--- src/rtl/cassette_pkg.sv ---
// Shared types and widths for the cassette status tracker and its overlay.
package cassette_pkg;

    localparam int unsigned TAPE_AW = 25;
    localparam int unsigned LEVEL_W = 8;

    typedef enum logic [1:0] {
        ST_EMPTY   = 2'd0,
        ST_LOADING = 2'd1,
        ST_READY   = 2'd2,
        ST_PLAYING = 2'd3
    } state_e;

endpackage

--- src/rtl/cassette_level_meter.sv ---
// Per-frame activity level from cassette bit edges, with peak-hold and linear decay.
module cassette_level_meter
    import cassette_pkg::*;
#(
    parameter int unsigned DECAY = 4,
    parameter int unsigned SHIFT = 2
) (
    input  logic               i_clk,
    input  logic               reset,
    input  logic               en,
    input  logic               audio_in,
    input  logic               frame_tick,
    output logic [LEVEL_W-1:0] tape_data
);

    localparam int unsigned CNT_W     = 8;
    localparam int unsigned LVL_RAW_W = 10;

    logic                 audio_q;
    logic [CNT_W-1:0]     count_q;
    logic [CNT_W-1:0]     count_d;
    logic [LEVEL_W-1:0]   tape_q;
    logic [LEVEL_W-1:0]   tape_d;
    logic                 toggle_c;
    logic [LVL_RAW_W-1:0] level_raw_c;
    logic [LEVEL_W-1:0]   level_c;
    logic [LEVEL_W-1:0]   decayed_c;

    always_comb begin
        toggle_c    = audio_in ^ audio_q;
        level_raw_c = LVL_RAW_W'(count_q) << SHIFT;
        level_c     = (level_raw_c > LVL_RAW_W'(255)) ? '1 : level_raw_c[LEVEL_W-1:0];
        decayed_c   = (tape_q > LEVEL_W'(DECAY)) ? tape_q - LEVEL_W'(DECAY) : '0;

        count_d = count_q;
        tape_d  = tape_q;

        // An edge landing on the tick cycle belongs to the next frame.
        if (!en) begin
            count_d = '0;
        end else if (frame_tick) begin
            count_d = CNT_W'(toggle_c);
        end else if (toggle_c && (count_q != '1)) begin
            count_d = count_q + CNT_W'(1);
        end

        if (frame_tick) begin
            if (en && (level_c >= tape_q)) begin
                tape_d = level_c;
            end else begin
                tape_d = decayed_c;
            end
        end
    end

    always_ff @(posedge i_clk) begin
        if (reset) begin
            audio_q <= 1'b0;
            count_q <= '0;
            tape_q  <= '0;
        end else begin
            audio_q <= audio_in;
            count_q <= count_d;
            tape_q  <= tape_d;
        end
    end

    assign tape_data = tape_q;

endmodule

--- src/rtl/cassette_status.sv ---
// Tape image size, playback position, player state and activity meter for the cassette overlay.
module cassette_status
    import cassette_pkg::*;
#(
    parameter int unsigned DECAY       = 4,
    parameter int unsigned SHIFT       = 2,
    parameter int unsigned IDLE_FRAMES = 50
) (
    input  logic               i_clk,
    input  logic               reset,
    input  logic               loading,
    input  logic               load_wr,
    input  logic [TAPE_AW-1:0] load_addr,
    input  logic               rd_strobe,
    input  logic [TAPE_AW-1:0] rd_addr,
    input  logic               rewind,
    input  logic               audio_in,
    input  logic               frame_tick,
    output logic [TAPE_AW-1:0] max,
    output logic [TAPE_AW-1:0] pos,
    output logic [LEVEL_W-1:0] tape_data,
    output logic               active,
    output logic [1:0]         state
);

    localparam int unsigned IDLE_W = $clog2(IDLE_FRAMES + 1);

    state_e             state_q;
    state_e             state_d;
    logic [TAPE_AW-1:0] max_q;
    logic [TAPE_AW-1:0] max_d;
    logic [TAPE_AW-1:0] pos_q;
    logic [TAPE_AW-1:0] pos_d;
    logic [IDLE_W-1:0]  idle_q;
    logic [IDLE_W-1:0]  idle_d;
    logic               loading_q;
    logic               active_q;
    logic               active_d;
    logic               load_rise_c;
    logic [TAPE_AW:0]   wr_end_c;
    logic [TAPE_AW-1:0] wr_size_c;

    always_comb begin
        load_rise_c = loading & ~loading_q;
        wr_end_c    = {1'b0, load_addr} + (TAPE_AW + 1)'(1);
        wr_size_c   = wr_end_c[TAPE_AW] ? '1 : wr_end_c[TAPE_AW-1:0];

        state_d = state_q;
        max_d   = max_q;
        pos_d   = pos_q;
        idle_d  = '0;

        unique case (state_q)
            ST_LOADING: begin
                if (load_wr && (wr_size_c > max_q)) begin
                    max_d = wr_size_c;
                end
                if (!loading) begin
                    state_d = (max_d != '0) ? ST_READY : ST_EMPTY;
                end
            end
            ST_READY: begin
                if (rd_strobe) begin
                    state_d = ST_PLAYING;
                end
            end
            ST_PLAYING: begin
                // A read in the same cycle as a tick keeps the player alive.
                if (rd_strobe) begin
                    idle_d = '0;
                end else if (frame_tick) begin
                    idle_d = idle_q + IDLE_W'(1);
                end else begin
                    idle_d = idle_q;
                end
                if (idle_d == IDLE_W'(IDLE_FRAMES)) begin
                    state_d = ST_READY;
                end
            end
            default: ;
        endcase

        if (rd_strobe && ((state_q == ST_READY) || (state_q == ST_PLAYING))) begin
            pos_d = (rd_addr < max_q) ? rd_addr : max_q;
        end
        if (rewind) begin
            pos_d = '0;
        end

        // A fresh download discards the old image from any state.
        if (load_rise_c) begin
            state_d = ST_LOADING;
            max_d   = '0;
            pos_d   = '0;
        end

        active_d = (state_d == ST_PLAYING);
    end

    always_ff @(posedge i_clk) begin
        if (reset) begin
            state_q   <= ST_EMPTY;
            max_q     <= '0;
            pos_q     <= '0;
            idle_q    <= '0;
            loading_q <= 1'b0;
            active_q  <= 1'b0;
        end else begin
            state_q   <= state_d;
            max_q     <= max_d;
            pos_q     <= pos_d;
            idle_q    <= idle_d;
            loading_q <= loading;
            active_q  <= active_d;
        end
    end

    cassette_level_meter #(
        .DECAY (DECAY),
        .SHIFT (SHIFT)
    ) u_meter (
        .i_clk      (i_clk),
        .reset      (reset),
        .en         (state_q == ST_PLAYING),
        .audio_in   (audio_in),
        .frame_tick (frame_tick),
        .tape_data  (tape_data)
    );

    assign max    = max_q;
    assign pos    = pos_q;
    assign active = active_q;
    assign state  = state_q;

endmodule

--- config.mk ---
export PLATFORM = sky130hd
export DESIGN_NAME = cassette_status
export DESIGN_NICKNAME = d
export VERILOG_FILES = /design/src/rtl/cassette_pkg.sv /design/src/rtl/cassette_level_meter.sv /design/src/rtl/cassette_status.sv
export SDC_FILE = /design/constraint.sdc
export NUM_CORES = 1
export LEC_CHECK = 0
export BUFFER_PORTS_ARGS = -buffer_cell sky130_fd_sc_hd__clkbuf_2
export CORE_ASPECT_RATIO = 1.2
export CORE_UTILIZATION = 55
export DETAILED_ROUTE_END_ITERATION = 7
export GPL_TIMING_DRIVEN = 0
export PLACE_DENSITY = 0.92
export SLEW_MARGIN = 40
export SYNTH_ARGS = -nofsm -noshare
export SYNTH_HDL_FRONTEND = slang
export SYNTH_SLANG_ARGS = --single-unit
--- constraint.sdc ---
create_clock -name i_clk -period 4.65 [get_ports i_clk]
set_input_delay 0.465 -clock i_clk [delete_from_list [all_inputs] [get_ports i_clk]]
set_output_delay 0.465 -clock i_clk [all_outputs]
set_load 0.03 [all_outputs]
# Yosys cells after proc, flatten, opt, wreduce, memory -nomap -nowiden
# Index checks and enable logic that the tools add are counted.
[op_classes]
add_sub_neg = 4
reduce_logical = 11
eq_ne = 6
order_cmp = 5
n_bitwise = 4
muxes = 18
[ops]
columns = ["op", "n"]
rows = [
  ["25-bit two-way mux", 4],
  ["25-bit by 1-bit adder with 26-bit output (second input constant)", 1],
  ["25-bit greater-than comparator", 1],
  ["25-bit less-than comparator", 1],
  ["25-bit nonzero test", 1],
  ["8-bit two-way mux", 3],
  ["6-bit two-way mux", 3],
  ["10-bit by 8-bit greater-than comparator with 1-bit output (second input constant)", 1],
  ["2-bit two-way mux", 5],
  ["8-bit by 1-bit adder with 8-bit output (second input constant)", 1],
  ["8-bit greater-or-equal comparator", 1],
  ["8-bit by 3-bit greater-than comparator with 1-bit output (second input constant)", 1],
  ["8-bit inequality test (second input constant)", 1],
  ["8-bit by 3-bit subtractor with 8-bit output (second input constant)", 1],
  ["6-bit by 1-bit adder with 6-bit output (second input constant)", 1],
  ["2-bit equality test (second input constant)", 3],
  ["6-bit equality test (second input constant)", 1],
  ["2-bit case mux with 3 select lines", 1],
  ["3-bit OR reduction", 2],
  ["1-bit logical AND", 4],
  ["2-bit OR reduction", 2],
  ["2-bit by 1-bit equality test with 1-bit output (second input constant)", 1],
  ["1-bit two-way mux", 2],
  ["1-bit inverter", 2],
  ["other kinds (4)", 4],
]
[totals]
inputBits = 58
word_cells = 58
reg_bits = 77
out_inout_bits = 61

# Logic depth before layout (Yosys ltp)
[logic_depth]
depth_word = 12
depth_mapped = 19
mapped_depth_nobuf = 16

# Modules after synthesis
# A second synthesis with hierarchy kept.
[hier_totals]
hier_cells = 729
area_unflattened_um2 = 5667.9
[modules_own_cells]
columns = ["module", "instances", "area_per_inst_um2", "cells_per_inst", "seq_area_each_um2"]
rows = [
  ["cassette_status", 1, 4590.7, 597, 1201.2],
  ["cassette_level_meter", 1, 1077.3, 132, 320.3],
]

# Worst setup path before layout
# OpenSTA, ideal clock, no wires.
[synth_timing]
path_type = "input port to flip-flop"
from = "input port load_addr[5]"
to = "register max_q[14] (netlist: max[14])"
required_ns = 4.559
path_stages = 17
setup_time_ns = 0.091
setup_slack_ns = 0.783
t_arrival_ns = 3.776
n_path_buf = 5
path_cell_list = "buf_2 > nand4_4 > nor4_4 > nand3_1 > clkbuf_1 > clkbuf_1 > nand2_1 > ha_1 > a21o_1 > a21o_1 > a21oi_1 > nor3_1 > o41ai_2 > nor2_1 > buf_2 > buf_1 > a311oi_1"
[synth_via]
elab_chain_len = 6
[synth_lines]
columns = ["item", "line_no", "rtl"]
rows = [
  ["start: declaration", "cassette_status.sv:13", "input logic [TAPE_AW-1:0] load_addr,"],
  ["25-bit by 1-bit adder with 26-bit output *", "cassette_status.sv:45", "wr_end_c = {1'b0, load_addr} + (TAPE_AW + 1)'(1);"],
  ["25-bit two-way mux *", "cassette_status.sv:46", "wr_size_c = wr_end_c[TAPE_AW] ? '1 : wr_end_c[TAPE_AW-1:0];"],
  ["25-bit greater-than comparator", "cassette_status.sv:55", "if (load_wr && (wr_size_c > max_q)) begin"],
  ["1-bit logical AND", "cassette_status.sv:55", ""],
  ["25-bit two-way mux *", "cassette_status.sv:55", ""],
  ["25-bit two-way mux *", "cassette_status.sv:53", "unique case (state_q)"],
  ["end signal: assignment", "cassette_status.sv:110", "max_q <= max_d;"],
  ["end: declaration", "cassette_status.sv:30", "logic [TAPE_AW-1:0] max_q;"],
]
# Mark *: on every way between the ends. The rest lies on a longest branch, timed or not. The select of a mux whose other input is x is not followed.
# A chain may end at the register's enable or synchronous reset.

# Final worst setup path
[layout_timing]
from = "input port load_addr[14]"
to = "register max_q[3] (netlist: max[3])"
# The elaborated chain is that of the path after synthesis.

==> results.toml <==
[setup_path]
cp-end-kind = "flip-flop"
cpMaxStageDelayCell = "o41ai_2"
crit_top_cell = "buf_1"
path_class = "in2reg"
crit_fanout = 10
r2r_slack_ns = 1.41
crit_required_ns = 4.89
timing.critical_path.cells = "buf_1 > nand4_1 > nor4_4 > nand3_1 > clkbuf_1 > buf_1 > nand2_1 > ha_1 > a21oi_1 > o21ai_0 > a221o_1 > o41ai_2 > nor2_1 > buf_2 > buf_1 > a311oi_1"
worst_setup_path_start_kind = "input pin"
cp_data_arrival_time_ns = 4.64
slowest_delay_ns = 0.53

[power_and_ir_drop]
power_density_nw_per_um2 = 287
ir_drop_mv = 0.151
p_leak_nw = 2.80

[drt]
routedWlPerCell_microns = 17.3
firstDrtPassIters = 5
antenna_left = 0
via_per_inst = 6.24
drc = 0
drtIter0Drc = 344
wirelength_microns = 16000
vias = 5762

[worst_hold_path]
min-delay-path-class = "in2reg"

[synth]
yosys_warnings = 0
ys_types = 59
yosysMostFrequentCell = "dfxtp_1"
syn_nets = 791
avgSynthCellArea_sq_um = 8.08
synthesis.area_sq_um = 5430
synth_top_area_cell = "dfxtp_1"
synth-seq-cells = 76
yosys-top-cells-area = "dfxtp_1 (28%), ha_1 (14%), mux2i_1 (5.5%)"
yosysSeqAreaShare_pct = 28.0
dominantRegCellSynth = "dfxtp_1"
synth_common_cells = "dfxtp_1 (76), ha_1 (61), a21oi_1 (57)"
netlist_instances = 672
yosysTopAreaCellShare_pct = 28.0
synthArstFlopShare_pct = 0
synth_edf_count = 0

[global_route]
grt_usage_pct = 31.6
grt_pass1_wl_microns = 25900
grt_max_degree = 14
gr-total-overflow = 0
antenna_found_initial = 0
grt_pass1_vias = 5623

[floorplanning]
core_sq_um = 9560
start_util_pct = 56.8
rows = 39
die_w_microns = 92.7
io_pins = 119
dieArea_sq_um = 10300
die_h_microns = 111

[placed_design]
gp_congestion = 0.950
dpl_cell_area_sq_um = 6130
portBuffers = 109
pre_cts_ws_ns = -0.0537
dp.cells = 904
hpwl_microns = 12100

[clock_tree]
insertion_delay_ns = 0.34
cts_tree = "yes"
clockRootBuffer = "clkbuf_16"
clk_pin_slew_worst_paths_ns = 0.06
clock_sinks = 76
cts_buffers = 9
clock_path_buffers = 2
cts_hold_buf = 0
htreeDepth = 3

[final_layout]
syn_to_final_growth_pct = 19.1
layout.cells.non_filler = 923
fin_area_sq_um = 6470
final_util_pct = 67.6
finalNetCount = 914
drive_gt1_share_pct = 18.6
diodes = 0

[timing]
setup_violations = 0
timing.final.ws_setup_ns = 0.252
post-route-period-util_pct = 94.6
finalSetupTns_ns = 0
max_freq_ghz = 0.227
slew_viol_final = 0
rsz0062_at_grt = "false"
skew_ns = 0.00826
period_minus_slack_ns = 4.40
hold_violations = 0
relSlewSlack_pct = 48.6
tightest_slew_ns = 0.764

[outcome]
outcome = "finished, final reports clean"

[run]
max_cap_violations = 0
[path summary, 6_finish.rpt]
kind | cells past startpoint | start | to
setup / recovery | 16 | load_addr[14] | max[3]
hold / removal | 2 | audio_in | u_meter.audio_q
setup reg to reg | 10 | max[4] | pos[8]
hold reg to reg | 2 | u_meter.count_q[1] | u_meter.count_q[1]
[cell families after synthesis]
family / share of synthesized area [%]
AOI/OAI and AO/OA: 20.2
xor gates and xnor gates: 4.52
adders and majority gates: 14.1
buffers and inverters: 5.48
DFF: 28.0
muxes: 6.01
and+or+nand+nor: 21.7
[final cells by class]
type                       instances  area, sq um
clock inverter                     6         63.8
multi-input combinational        520         3620
fill                             783         3100
tap                              123          154
buffer                            38          155
timing repair buffer             112          568
sequential                        76         1520
inverter                          38          143
clock buffer                      10          239
[critical path: cells and delay by family]
family / cells / cell delay (ns)
compound gates: 5 / 1.58
fa+ha+maj: 1 / 0.26
buf+inv: 5 / 1.26
simple gates: 5 / 1.06
[where the power goes]
part	internal, mW	total (mW)	switching, mW
combinational	0.171	0.444	0.272
clock	0.429	0.716	0.287
sequential	0.672	0.699	0.0267
[layout by cell type (no fill, tap or decap), types with 3 or more instances in the layout]
master,n
a31oi_1,9
nand2b_1,7
a211oi_1,8
a21o_1,20
inv_1,38
a311oi_1,12
nand3_1,25
ha_1,61
buf_1,5
and2_1,5
dfxtp_1,76
nor3_1,13
nand4b_1,3
nor2_1,43
nand2_1,49
and3_1,6
mux2i_1,30
o31ai_1,7
buf_4,4
nor2b_1,9
nand4_1,19
xor2_1,15
nor4_1,11
or3_1,14
xnor2_1,13
o21ai_0,45
nor3b_1,3
clkbuf_2,109
clkbuf_16,9
clkbuf_1,25
a21oi_1,57
buf_2,7
[state kept, by name, indices dropped and copies added (netlist names)]
| signal | flops |
|---|---|
| active | 1 |
| idle_q | 6 |
| loading_q | 1 |
| max | 25 |
| pos | 25 |
| state | 2 |
| u_meter.audio_q | 1 |
| u_meter.count_q | 8 |
| u_meter.tape_data | 7 |
[layer usage]
layer  track usage, %  up-vias  part of all wire (%)
met5                0        -                     0
met4             20.5        0                   5.6
met3             5.14       86                   8.1
met2             54.2      305                    49
met1             35.8     2658                    38
li1                 -     2713                     -
[stage by stage]
stage          hold slack (ns)  total power, mW
2_1_floorplan            0.462             1.01
3_3_place_gp             0.485             1.12
3_5_place_dp             0.497             1.14
4_1_cts                  0.359             1.85
5_1_grt                  0.367             1.93
6_report                 0.365             1.86
[what timing repair did]
item	4_1_cts	5_1_grt
gates resized for setup	0	2
endpoints found under the hold margin	0	0
buffers inserted	0	3
setup endpoints to repair	0	24
No activity file was read; power rests on OpenSTA's default activity.
